`src/rtl/dm_arbiter_if.sv`:
```
// Bundle of CPU MEM-stage, external-master and data-memory signals around dm_arbiter.
// The slave side is the arbiter; the master side is the CPU/external master/memory environment.
interface dm_arbiter_if #(
    parameter int unsigned ADDR_W = 32
);
    logic              cpu_req;
    logic              cpu_we;
    logic [ADDR_W-1:0] cpu_addr;
    logic [31:0]       cpu_wdata;
    logic [2:0]        cpu_op;
    logic [31:0]       cpu_pc;
    logic [31:0]       cpu_rdata;
    logic              cpu_stall;

    logic              ext_req;
    logic              ext_we;
    logic [ADDR_W-1:0] ext_addr;
    logic [31:0]       ext_wdata;
    logic [2:0]        ext_op;
    logic              ext_ack;
    logic              ext_err;
    logic [31:0]       ext_rdata;

    logic [ADDR_W-1:0] m_addr;
    logic [31:0]       m_wdata;
    logic [2:0]        m_op;
    logic              m_we;
    logic [31:0]       m_pc;
    logic [31:0]       m_rdata;

    modport slave (
        input  cpu_req, cpu_we, cpu_addr, cpu_wdata, cpu_op, cpu_pc,
        input  ext_req, ext_we, ext_addr, ext_wdata, ext_op,
        input  m_rdata,
        output cpu_rdata, cpu_stall,
        output ext_ack, ext_err, ext_rdata,
        output m_addr, m_wdata, m_op, m_we, m_pc
    );

    modport master (
        output cpu_req, cpu_we, cpu_addr, cpu_wdata, cpu_op, cpu_pc,
        output ext_req, ext_we, ext_addr, ext_wdata, ext_op,
        output m_rdata,
        input  cpu_rdata, cpu_stall,
        input  ext_ack, ext_err, ext_rdata,
        input  m_addr, m_wdata, m_op, m_we, m_pc
    );
endinterface

```
`src/rtl/dm_arbiter.sv`:
```
// Data-memory port arbiter: CPU has fixed priority, the external master gets a forced
// slot after STARVE_MAX cycles of waiting; external accesses complete with a one-cycle ack.
module dm_arbiter #(
    parameter int unsigned STARVE_MAX = 4,
    parameter logic [31:0] EXT_PC     = 32'hFFFF_FFFF,
    parameter int unsigned ADDR_W     = 32
) (
    input  logic        clk,
    input  logic        rst,
    dm_arbiter_if.slave arb_if
);
    localparam int unsigned OP_W  = 3;
    localparam int unsigned CNT_W = $clog2(STARVE_MAX + 1);

    localparam logic [OP_W-1:0]   OP_HALF    = OP_W'(1);
    localparam logic [OP_W-1:0]   OP_WORD    = OP_W'(2);
    localparam logic [OP_W-1:0]   OP_UHALF   = OP_W'(5);
    localparam logic [CNT_W-1:0]  STARVE_LIM = CNT_W'(STARVE_MAX);
    localparam logic [ADDR_W-1:0] ADDR_ZERO  = '0;

    typedef enum logic {
        ST_ARB = 1'b0,
        ST_ACK = 1'b1
    } state_e;

    state_e           state_q, state_d;
    logic [CNT_W-1:0] starve_q, starve_d;
    logic             ext_ack_q, ext_ack_d;
    logic             ext_err_q, ext_err_d;
    logic [31:0]      ext_rdata_q, ext_rdata_d;

    logic ext_ok;
    logic ext_mis;
    logic force_ext;
    logic g_ext;
    logic g_cpu;

    function automatic logic misaligned(input logic [OP_W-1:0] op, input logic [1:0] lsb);
        return ((op == OP_WORD) && (lsb != 2'b00)) ||
               (((op == OP_HALF) || (op == OP_UHALF)) && lsb[0]);
    endfunction

    always_ff @(posedge clk) begin
        if (rst) begin
            state_q     <= ST_ARB;
            starve_q    <= '0;
            ext_ack_q   <= 1'b0;
            ext_err_q   <= 1'b0;
            ext_rdata_q <= '0;
        end else begin
            state_q     <= state_d;
            starve_q    <= starve_d;
            ext_ack_q   <= ext_ack_d;
            ext_err_q   <= ext_err_d;
            ext_rdata_q <= ext_rdata_d;
        end
    end

    // Grant decision, memory mux and next-state logic
    always_comb begin
        state_d     = state_q;
        starve_d    = starve_q;
        ext_ack_d   = 1'b0;
        ext_err_d   = 1'b0;
        ext_rdata_d = ext_rdata_q;

        arb_if.m_addr  = ADDR_ZERO;
        arb_if.m_wdata = '0;
        arb_if.m_op    = '0;
        arb_if.m_we    = 1'b0;
        arb_if.m_pc    = '0;

        ext_ok    = arb_if.ext_req & (state_q == ST_ARB);
        ext_mis   = misaligned(arb_if.ext_op, arb_if.ext_addr[1:0]);
        force_ext = ext_ok & (starve_q == STARVE_LIM);
        g_ext     = ext_ok & (~arb_if.cpu_req | force_ext);
        g_cpu     = arb_if.cpu_req & ~g_ext;

        arb_if.cpu_stall = arb_if.cpu_req & g_ext;

        if (g_cpu) begin
            arb_if.m_addr  = arb_if.cpu_addr;
            arb_if.m_wdata = arb_if.cpu_wdata;
            arb_if.m_op    = arb_if.cpu_op;
            arb_if.m_we    = arb_if.cpu_we;
            arb_if.m_pc    = arb_if.cpu_pc;
        end else if (g_ext && !ext_mis) begin
            arb_if.m_addr  = arb_if.ext_addr;
            arb_if.m_wdata = arb_if.ext_wdata;
            arb_if.m_op    = arb_if.ext_op;
            arb_if.m_we    = arb_if.ext_we;
            arb_if.m_pc    = EXT_PC;
        end

        // A write landing in a reset cycle must not reach memory
        if (rst) begin
            arb_if.m_we = 1'b0;
        end

        if (g_ext) begin
            state_d     = ST_ACK;
            ext_ack_d   = 1'b1;
            ext_err_d   = ext_mis;
            ext_rdata_d = (arb_if.ext_we || ext_mis) ? 32'h0 : arb_if.m_rdata;
        end

        if (state_q == ST_ACK) begin
            state_d = ST_ARB;
        end

        // Waiting-time counter only moves in ARB; it is already zero on entry to ACK
        if (state_q == ST_ARB) begin
            if (g_ext || !arb_if.ext_req) begin
                starve_d = '0;
            end else if (g_cpu && (starve_q != STARVE_LIM)) begin
                starve_d = starve_q + CNT_W'(1);
            end
        end
    end

    assign arb_if.cpu_rdata = arb_if.m_rdata;
    assign arb_if.ext_ack   = ext_ack_q;
    assign arb_if.ext_err   = ext_err_q;
    assign arb_if.ext_rdata = ext_rdata_q;

endmodule
```
`src/flat_wrapper.sv`:
```
// flat-port wrapper written by rule: the top's interface ports become plain ports
module dm_arbiter_flat 
#(
    parameter int unsigned STARVE_MAX = 4,
    parameter logic [31:0] EXT_PC     = 32'hFFFF_FFFF,
    parameter int unsigned ADDR_W     = 32
)
  (clk, rst, arb_if_cpu_req, arb_if_cpu_we, arb_if_cpu_addr, arb_if_cpu_wdata, arb_if_cpu_op, arb_if_cpu_pc, arb_if_ext_req, arb_if_ext_we, arb_if_ext_addr, arb_if_ext_wdata, arb_if_ext_op, arb_if_m_rdata, arb_if_cpu_rdata, arb_if_cpu_stall, arb_if_ext_ack, arb_if_ext_err, arb_if_ext_rdata, arb_if_m_addr, arb_if_m_wdata, arb_if_m_op, arb_if_m_we, arb_if_m_pc);
  dm_arbiter_if #(.ADDR_W(ADDR_W)) arb_if_i ();
  input  logic clk;
  input  logic rst;
  input wire logic [$bits(arb_if_i.cpu_req)-1:0] arb_if_cpu_req;
  input wire logic [$bits(arb_if_i.cpu_we)-1:0] arb_if_cpu_we;
  input wire logic [$bits(arb_if_i.cpu_addr)-1:0] arb_if_cpu_addr;
  input wire logic [$bits(arb_if_i.cpu_wdata)-1:0] arb_if_cpu_wdata;
  input wire logic [$bits(arb_if_i.cpu_op)-1:0] arb_if_cpu_op;
  input wire logic [$bits(arb_if_i.cpu_pc)-1:0] arb_if_cpu_pc;
  input wire logic [$bits(arb_if_i.ext_req)-1:0] arb_if_ext_req;
  input wire logic [$bits(arb_if_i.ext_we)-1:0] arb_if_ext_we;
  input wire logic [$bits(arb_if_i.ext_addr)-1:0] arb_if_ext_addr;
  input wire logic [$bits(arb_if_i.ext_wdata)-1:0] arb_if_ext_wdata;
  input wire logic [$bits(arb_if_i.ext_op)-1:0] arb_if_ext_op;
  input wire logic [$bits(arb_if_i.m_rdata)-1:0] arb_if_m_rdata;
  output wire logic [$bits(arb_if_i.cpu_rdata)-1:0] arb_if_cpu_rdata;
  output wire logic [$bits(arb_if_i.cpu_stall)-1:0] arb_if_cpu_stall;
  output wire logic [$bits(arb_if_i.ext_ack)-1:0] arb_if_ext_ack;
  output wire logic [$bits(arb_if_i.ext_err)-1:0] arb_if_ext_err;
  output wire logic [$bits(arb_if_i.ext_rdata)-1:0] arb_if_ext_rdata;
  output wire logic [$bits(arb_if_i.m_addr)-1:0] arb_if_m_addr;
  output wire logic [$bits(arb_if_i.m_wdata)-1:0] arb_if_m_wdata;
  output wire logic [$bits(arb_if_i.m_op)-1:0] arb_if_m_op;
  output wire logic [$bits(arb_if_i.m_we)-1:0] arb_if_m_we;
  output wire logic [$bits(arb_if_i.m_pc)-1:0] arb_if_m_pc;
  assign arb_if_i.cpu_req = arb_if_cpu_req;
  assign arb_if_i.cpu_we = arb_if_cpu_we;
  assign arb_if_i.cpu_addr = arb_if_cpu_addr;
  assign arb_if_i.cpu_wdata = arb_if_cpu_wdata;
  assign arb_if_i.cpu_op = arb_if_cpu_op;
  assign arb_if_i.cpu_pc = arb_if_cpu_pc;
  assign arb_if_i.ext_req = arb_if_ext_req;
  assign arb_if_i.ext_we = arb_if_ext_we;
  assign arb_if_i.ext_addr = arb_if_ext_addr;
  assign arb_if_i.ext_wdata = arb_if_ext_wdata;
  assign arb_if_i.ext_op = arb_if_ext_op;
  assign arb_if_i.m_rdata = arb_if_m_rdata;
  assign arb_if_cpu_rdata = arb_if_i.cpu_rdata;
  assign arb_if_cpu_stall = arb_if_i.cpu_stall;
  assign arb_if_ext_ack = arb_if_i.ext_ack;
  assign arb_if_ext_err = arb_if_i.ext_err;
  assign arb_if_ext_rdata = arb_if_i.ext_rdata;
  assign arb_if_m_addr = arb_if_i.m_addr;
  assign arb_if_m_wdata = arb_if_i.m_wdata;
  assign arb_if_m_op = arb_if_i.m_op;
  assign arb_if_m_we = arb_if_i.m_we;
  assign arb_if_m_pc = arb_if_i.m_pc;
  dm_arbiter #(.STARVE_MAX(STARVE_MAX), .EXT_PC(EXT_PC), .ADDR_W(ADDR_W)) u_core (.clk(clk), .rst(rst), .arb_if(arb_if_i));
endmodule
```
`config.mk`:
```
export PLATFORM = sky130hd
export DESIGN_NAME = dm_arbiter_flat
export DESIGN_NICKNAME = d
export VERILOG_FILES = /design/src/rtl/dm_arbiter_if.sv /design/src/rtl/dm_arbiter.sv /design/src/flat_wrapper.sv
export SDC_FILE = /design/constraint.sdc
export NUM_CORES = 1
export LEC_CHECK = 0
export ABC_AREA = 1
export CORE_AREA = 10 10 135 137
export CTS_CLUSTER_SIZE = 20
export DETAILED_ROUTE_END_ITERATION = 10
export DIE_AREA = 0 0 145 147
export PLACE_DENSITY_LB_ADDON = 0.12
export SLEW_MARGIN = 20
export SYNTH_ARGS = -nofsm -noshare
export SYNTH_HDL_FRONTEND = slang
export SYNTH_SLANG_ARGS = --single-unit
```
`constraint.sdc`:
```
create_clock -name clk -period 1.8 [get_ports clk]
set_input_delay 0.36 -clock clk [delete_from_list [all_inputs] [get_ports clk]]
set_output_delay 0.36 -clock clk [all_outputs]
set_load 0.01 [all_outputs]
```
After elaboration in Yosys (flattened, before gate mapping)
Cells that the tools add are included.
{"block": "classes", "n_mux": 15, "n_bitwise": 9, "addsub": 1, "eq_ne": 5, "n_reduce_logical": 15}
{"op": "$mux W32", "n": 7}
{"op": "$mux W3", "n": 4}
{"op": "$eq A3 B3 Y1 const B", "n": 2}
{"op": "$and A1 B1 Y1", "n": 5}
{"op": "$logic_and A1 B1 Y1", "n": 4}
{"op": "$logic_or A1 B1 Y1", "n": 4}
{"op": "$mux W1", "n": 4}
{"op": "$reduce_bool A2 Y1", "n": 2}
{"op": "$reduce_or A2 Y1", "n": 2}
{"op": "$add A3 B1 Y3 const B", "n": 1}
{"op": "$eq A3 B1 Y1 const B", "n": 1}
{"op": "$eq A3 B2 Y1 const B", "n": 1}
{"op": "$ne A3 B3 Y1 const B", "n": 1}
{"op": "$not A1 Y1", "n": 3}
{"op": "$logic_not A1 Y1", "n": 2}
{"op": "$reduce_and A2 Y1", "n": 1}
{"op": "$or A1 B1 Y1", "n": 1}
{"block": "totals", "ff_bits": 38, "in_bits": 204, "out_inout_bits": 167}

Longest topological paths before layout
{"block": "depth", "depth_word": 10, "mapped_depth": 9, "ltp_nobuf": 7}

Worst setup path after synthesis
OpenSTA, ideal clock, no wires.
{"block": "synth_path", "kind": "register to output", "startpoint": "register u_core.starve_q[0]", "endpoint": "output arb_if_m_pc[21]", "path_stages_with_launch": 10, "required_time_ns": 1.440, "t_arrival_ns": 1.432, "path_slack_ns": 0.008, "path_buffers": 2, "cell_sequence": "dfxtp_1 > inv_1 > ha_1 > a21oi_2 > nor2_4 > nor2_4 > buf_4 > buf_4 > nand2_1 > nand2_1"}
{"block": "synth_between", "elab_chain_cells": 7}
{"element": "from (decl)", "line": "dm_arbiter.sv:27", "rtl": "logic [CNT_W-1:0] starve_q, starve_d;"}
{"element": "from (signal assigned)", "line": "dm_arbiter.sv:52", "rtl": "starve_q <= starve_d;"}
{"element": "$eq A3 B3 Y1 (*)", "line": "dm_arbiter.sv:75", "rtl": "force_ext = ext_ok & (starve_q == STARVE_LIM);"}
{"element": "$and A1 B1 Y1 (*)", "line": "dm_arbiter.sv:75"}
{"element": "$or A1 B1 Y1 (*)", "line": "dm_arbiter.sv:76", "rtl": "g_ext = ext_ok & (~arb_if.cpu_req | force_ext);"}
{"element": "$and A1 B1 Y1 (*)", "line": "dm_arbiter.sv:76"}
{"element": "$logic_and A1 B1 Y1 or $not A1 Y1 (tied branches)", "line": "dm_arbiter.sv:87, dm_arbiter.sv:77"}
{"element": "$mux W32 or $and A1 B1 Y1 (tied branches)", "line": "dm_arbiter.sv:87, dm_arbiter.sv:77"}
{"element": "$mux W32 (*)", "line": "dm_arbiter.sv:81", "rtl": "if (g_cpu) begin"}
{"element": "to (decl)", "line": "flat_wrapper.sv:33", "rtl": "output wire logic [$bits(arb_if_i.m_pc)-1:0] arb_if_m_pc;"}
Every way passes the cells marked *; elsewhere a longest branch is shown, timed or not.

Worst setup path after layout
{"block": "layout_path", "startpoint": "register u_core.starve_q[1]", "endpoint": "output arb_if_m_addr[10]"}
{"block": "layout_between", "elab_chain_cells": 7}
{"element": "$eq A3 B3 Y1 (*)", "line": "dm_arbiter.sv:75"}
{"element": "$and A1 B1 Y1 (*)", "line": "dm_arbiter.sv:75"}
{"element": "$or A1 B1 Y1 (*)", "line": "dm_arbiter.sv:76"}
{"element": "$and A1 B1 Y1 (*)", "line": "dm_arbiter.sv:76"}
{"element": "$logic_and A1 B1 Y1 or $not A1 Y1 (tied branches)", "line": "dm_arbiter.sv:87, dm_arbiter.sv:77"}
{"element": "$mux W32 or $and A1 B1 Y1 (tied branches)", "line": "dm_arbiter.sv:87, dm_arbiter.sv:77"}
{"element": "$mux W32 (*)", "line": "dm_arbiter.sv:81"}
{"element": "to (decl)", "line": "flat_wrapper.sv:29", "rtl": "output wire logic [$bits(arb_if_i.m_addr)-1:0] arb_if_m_addr;"}
Marks and branches as above.

==> run_results.csv <==
group,metric,value,unit
status,status,"finished, violations left",
status,violations,"setup timing",
critical_path,cpMostUsedCell,"nor2_4",
floorplan,die_area,21300,um^2
floorplan,num_io_pins,371,
sta,hold_viol_final,0,
synth,yosysSeqAreaShare,23.8,%
drt,wirelength,24100,um
finish,final-seq-area,763,um^2
critical_path,end_kind,"primary output",
flow_run,maxCapViolCount,0,
placement,place_hpwl,17300,um
finish,final_common_cell,"clkdlybuf4s50_1",
finish,nets,1150,
critical_path,cp_data_required_time,1440,ps
sta,slew_violations,0,
synth,syn_inst,577,
floorplan,dieHeight,147,um
critical_path,start_kind,"flip-flop",
synth,ys_seq_elements,38,
finish,nFillCells,1519,
synth,synthAdderAreaFrac,0.782,%
synth,synth_top_area_share,28.0,%
synth,synth_warnings,0,
placement,place_congestion,0.815,
pwr,ir_drop,0.491,mV
drt,routed_via_density,4.37,
pwr,power_leakage,3.85,nW
sta,rsz0062_at_grt,"true",
synth,synth_compound_area_share,6.30,%
finish,layout.cells.non_filler,1166,
worst_hold_path,hp-class,"flip-flop to flip-flop",
synth,synth_top_family_by_area,"simple AND/OR/NAND/NOR gates",
synth,synth_xor_area_share,0.274,%
floorplan,die_w,145,um
sta,fin_crit,2250,ps
synth,synthSimpleGateAreaFrac,49.4,%
cts,clk_pin_slew_worst_paths,50,ps
sta,fmax,445,MHz
global_route,grt_pass1_wl,33500,um
placement,portBuffers,370,
drt,drt_first_iter_violations,207,
drt,wl_per_cell,20.7,um
finish,areaGrowthSynthToFinish,160,%
drt,drt_pass1_iterations,4,
global_route,grt-ovfl-total,0,
drt,vias,5093,
critical_path,slowest_delay,330,ps
cts,clockRootBuffer,"clkbuf_16",
global_route,antenna_found_initial,7,
finish,final_cell_mix,"clkdlybuf4s50_1 (260), nand2_1 (174), nand3_1 (89), buf_6 (57), nand2_2 (43)",
finish,final_layout_size_suffix_gt1_share,28.2,%
floorplan,start_util,20.5,%
cts,clockBufferDepth,2,
finish,multi_input_area,2220,um^2
sta,fin_skew,3.70,ps
critical_path,path_cells,"inv_2 > ha_4 > a21oi_4 > nor2_4 > nor2_4 > buf_8 > buf_12 > buf_16 > nand2_2 > nand2_1 > buf_2",
pwr,powerDensity,449,nW/um^2
cts,cts_tree,"done",
synth,ys_top_cells_by_area,"nand2_1 (28%), dfxtp_1 (24%), nand3_1 (16%)",
drt,drc,0,
sta,setup_tns,-35700,ps
drt,antenna_left,0,
finish,final_core_util,53.4,%
critical_path,critPathMaxFanout,6,
pwr,total_power,3.74,mW
synth,synth_cell_types,21,
cts,ctsHtreeMaxLevel,2,
sta,tightestPinTransition,414,ps
sta,period_share,125,%
cts,cts.sinks,38,
global_route,grt_pass1_vias,4879,
sta,setup_violations,101,
synth,muxShareOfSynthArea,0,%
sta,fin_ws,-449,ps
synth,syn-cell-area,3200,um^2
global_route,grt_use_total,20.2,%
placement,dp_cells,1114,
critical_path,worstSetupPathType,"flip-flop to primary output",
cts,clock_latency,280,ps
synth,syn_area_per_cell,5.54,um^2
synth,syn_nets,783,
critical_path,crit_arrival,1890,ps
sta,slew_headroom,72.4,%
global_route,grt_start_max_net_pins,37,
synth,yosysTopAreaCell,"nand2_1",
floorplan,num_rows,46,
critical_path,crit_slowest_cell,"dfxtp_2",
floorplan,coreArea,15600,um^2
cts,numCtsBuffers,5,
cell usage after synthesis:
cell,n
nand2_1,239
nor2_4,2
nand4_1,1
ha_1,2
a21oi_1,34
a21o_1,1
nand2_2,1
nand3_1,101
dfxtp_1,38
xor2_1,1
o21ai_0,3
a21oi_2,1
inv_1,34
buf_1,2
buf_6,2
buf_2,29
nor3_1,1
inv_2,3
buf_4,37
nor2_1,37
clkbuf_1,8
flip-flops by register name, indices dropped and copies added, names as in the netlist:
signal and cells:
u_core.starve_q 3, u_core.arb_if.ext_rdata 32, u_core.arb_if.ext_ack 1, u_core.arb_if.ext_err 1, u_core.state_q 1
worst max-delay path, delay by kind of cell (launching register included):
kind | cells | cell delay [ps]
compound gates | 1 | 170
buf+inv | 5 | 620
fa+ha+maj | 1 | 160
simple gates | 4 | 320
flops | 1 | 330
repair_timing:
| item | in CTS | in global routing |
|---|---|---|
| endpoints found under the hold margin | 0 | 0 |
| resized for setup | 455 | 155 |
| setup endpoints to repair | 133 | 135 |
| cloned | 10 | 10 |
| buffers inserted | 9 | 13 |
| pin swaps | 5 | 36 |
| hold buffers | 0 | 0 |
per-stage QoR:
stage / hold slack (ps) / cell area [um^2] / worst slack (ps)
after floorplan: 448 / 3200 / 7.71
after global placement: 452 / 7000 / -909
after detailed placement: 456 / 7000 / -927
after CTS: 463 / 7530 / -502
after global routing: 481 / 8320 / -531
final: 459 / 8320 / -449
report_power, final:
group          total, mW  internal, mW  switching, mW  leakage [nW]
Sequential         0.874         0.864         0.0104         0.309
Clock              0.818         0.506          0.312        0.0640
Combinational       2.05          1.18          0.869          3.48
kinds of logic (layout without fill, tap and decap cells):
family,Yosys count,count (layout)
adder cells (fa/ha/maj),2,2
AO/OA/AOI/OAI,39,39
XOR/XNOR,1,1
buffers and inverters,115,482
flip-flops,38,38
other,0,6
AND/OR/NAND/NOR,382,382
metal layers:
| metal | vias to the layer above | wire length (um) | global-route usage [%] |
|---|---|---|---|
| met5 | - | 20 | 0 |
| met4 | 2 | 347 | 6.74 |
| met3 | 21 | 2000 | 6.94 |
| met2 | 214 | 12300 | 34.6 |
| met1 | 2321 | 9450 | 22.8 |
| li1 | 2535 | - | - |
final cells by class:
| type | instances | area share, % |
|---|---|---|
| clock buffer | 7 | 1.59 |
| tap | 216 | 3.25 |
| antenna | 6 | 0.180 |
| sequential | 38 | 9.17 |
| inverter | 37 | 1.73 |
| timing repair buffer | 438 | 57.4 |
| multi-input combinational | 424 | 26.7 |
final timing paths:
kind	startpoint	endpoint	slack (ps)	depth (start not counted)
setup reg to reg	u_core.starve_q[1]	u_core.arb_if.ext_rdata[4]	120	11
setup / recovery	u_core.starve_q[1]	arb_if_m_addr[10]	-450	11
hold / removal	u_core.arb_if.ext_rdata[19]	u_core.arb_if.ext_rdata[19]	460	2
hold reg to reg	u_core.arb_if.ext_rdata[19]	u_core.arb_if.ext_rdata[19]	460	2
Power figures use the tool's default switching activity.
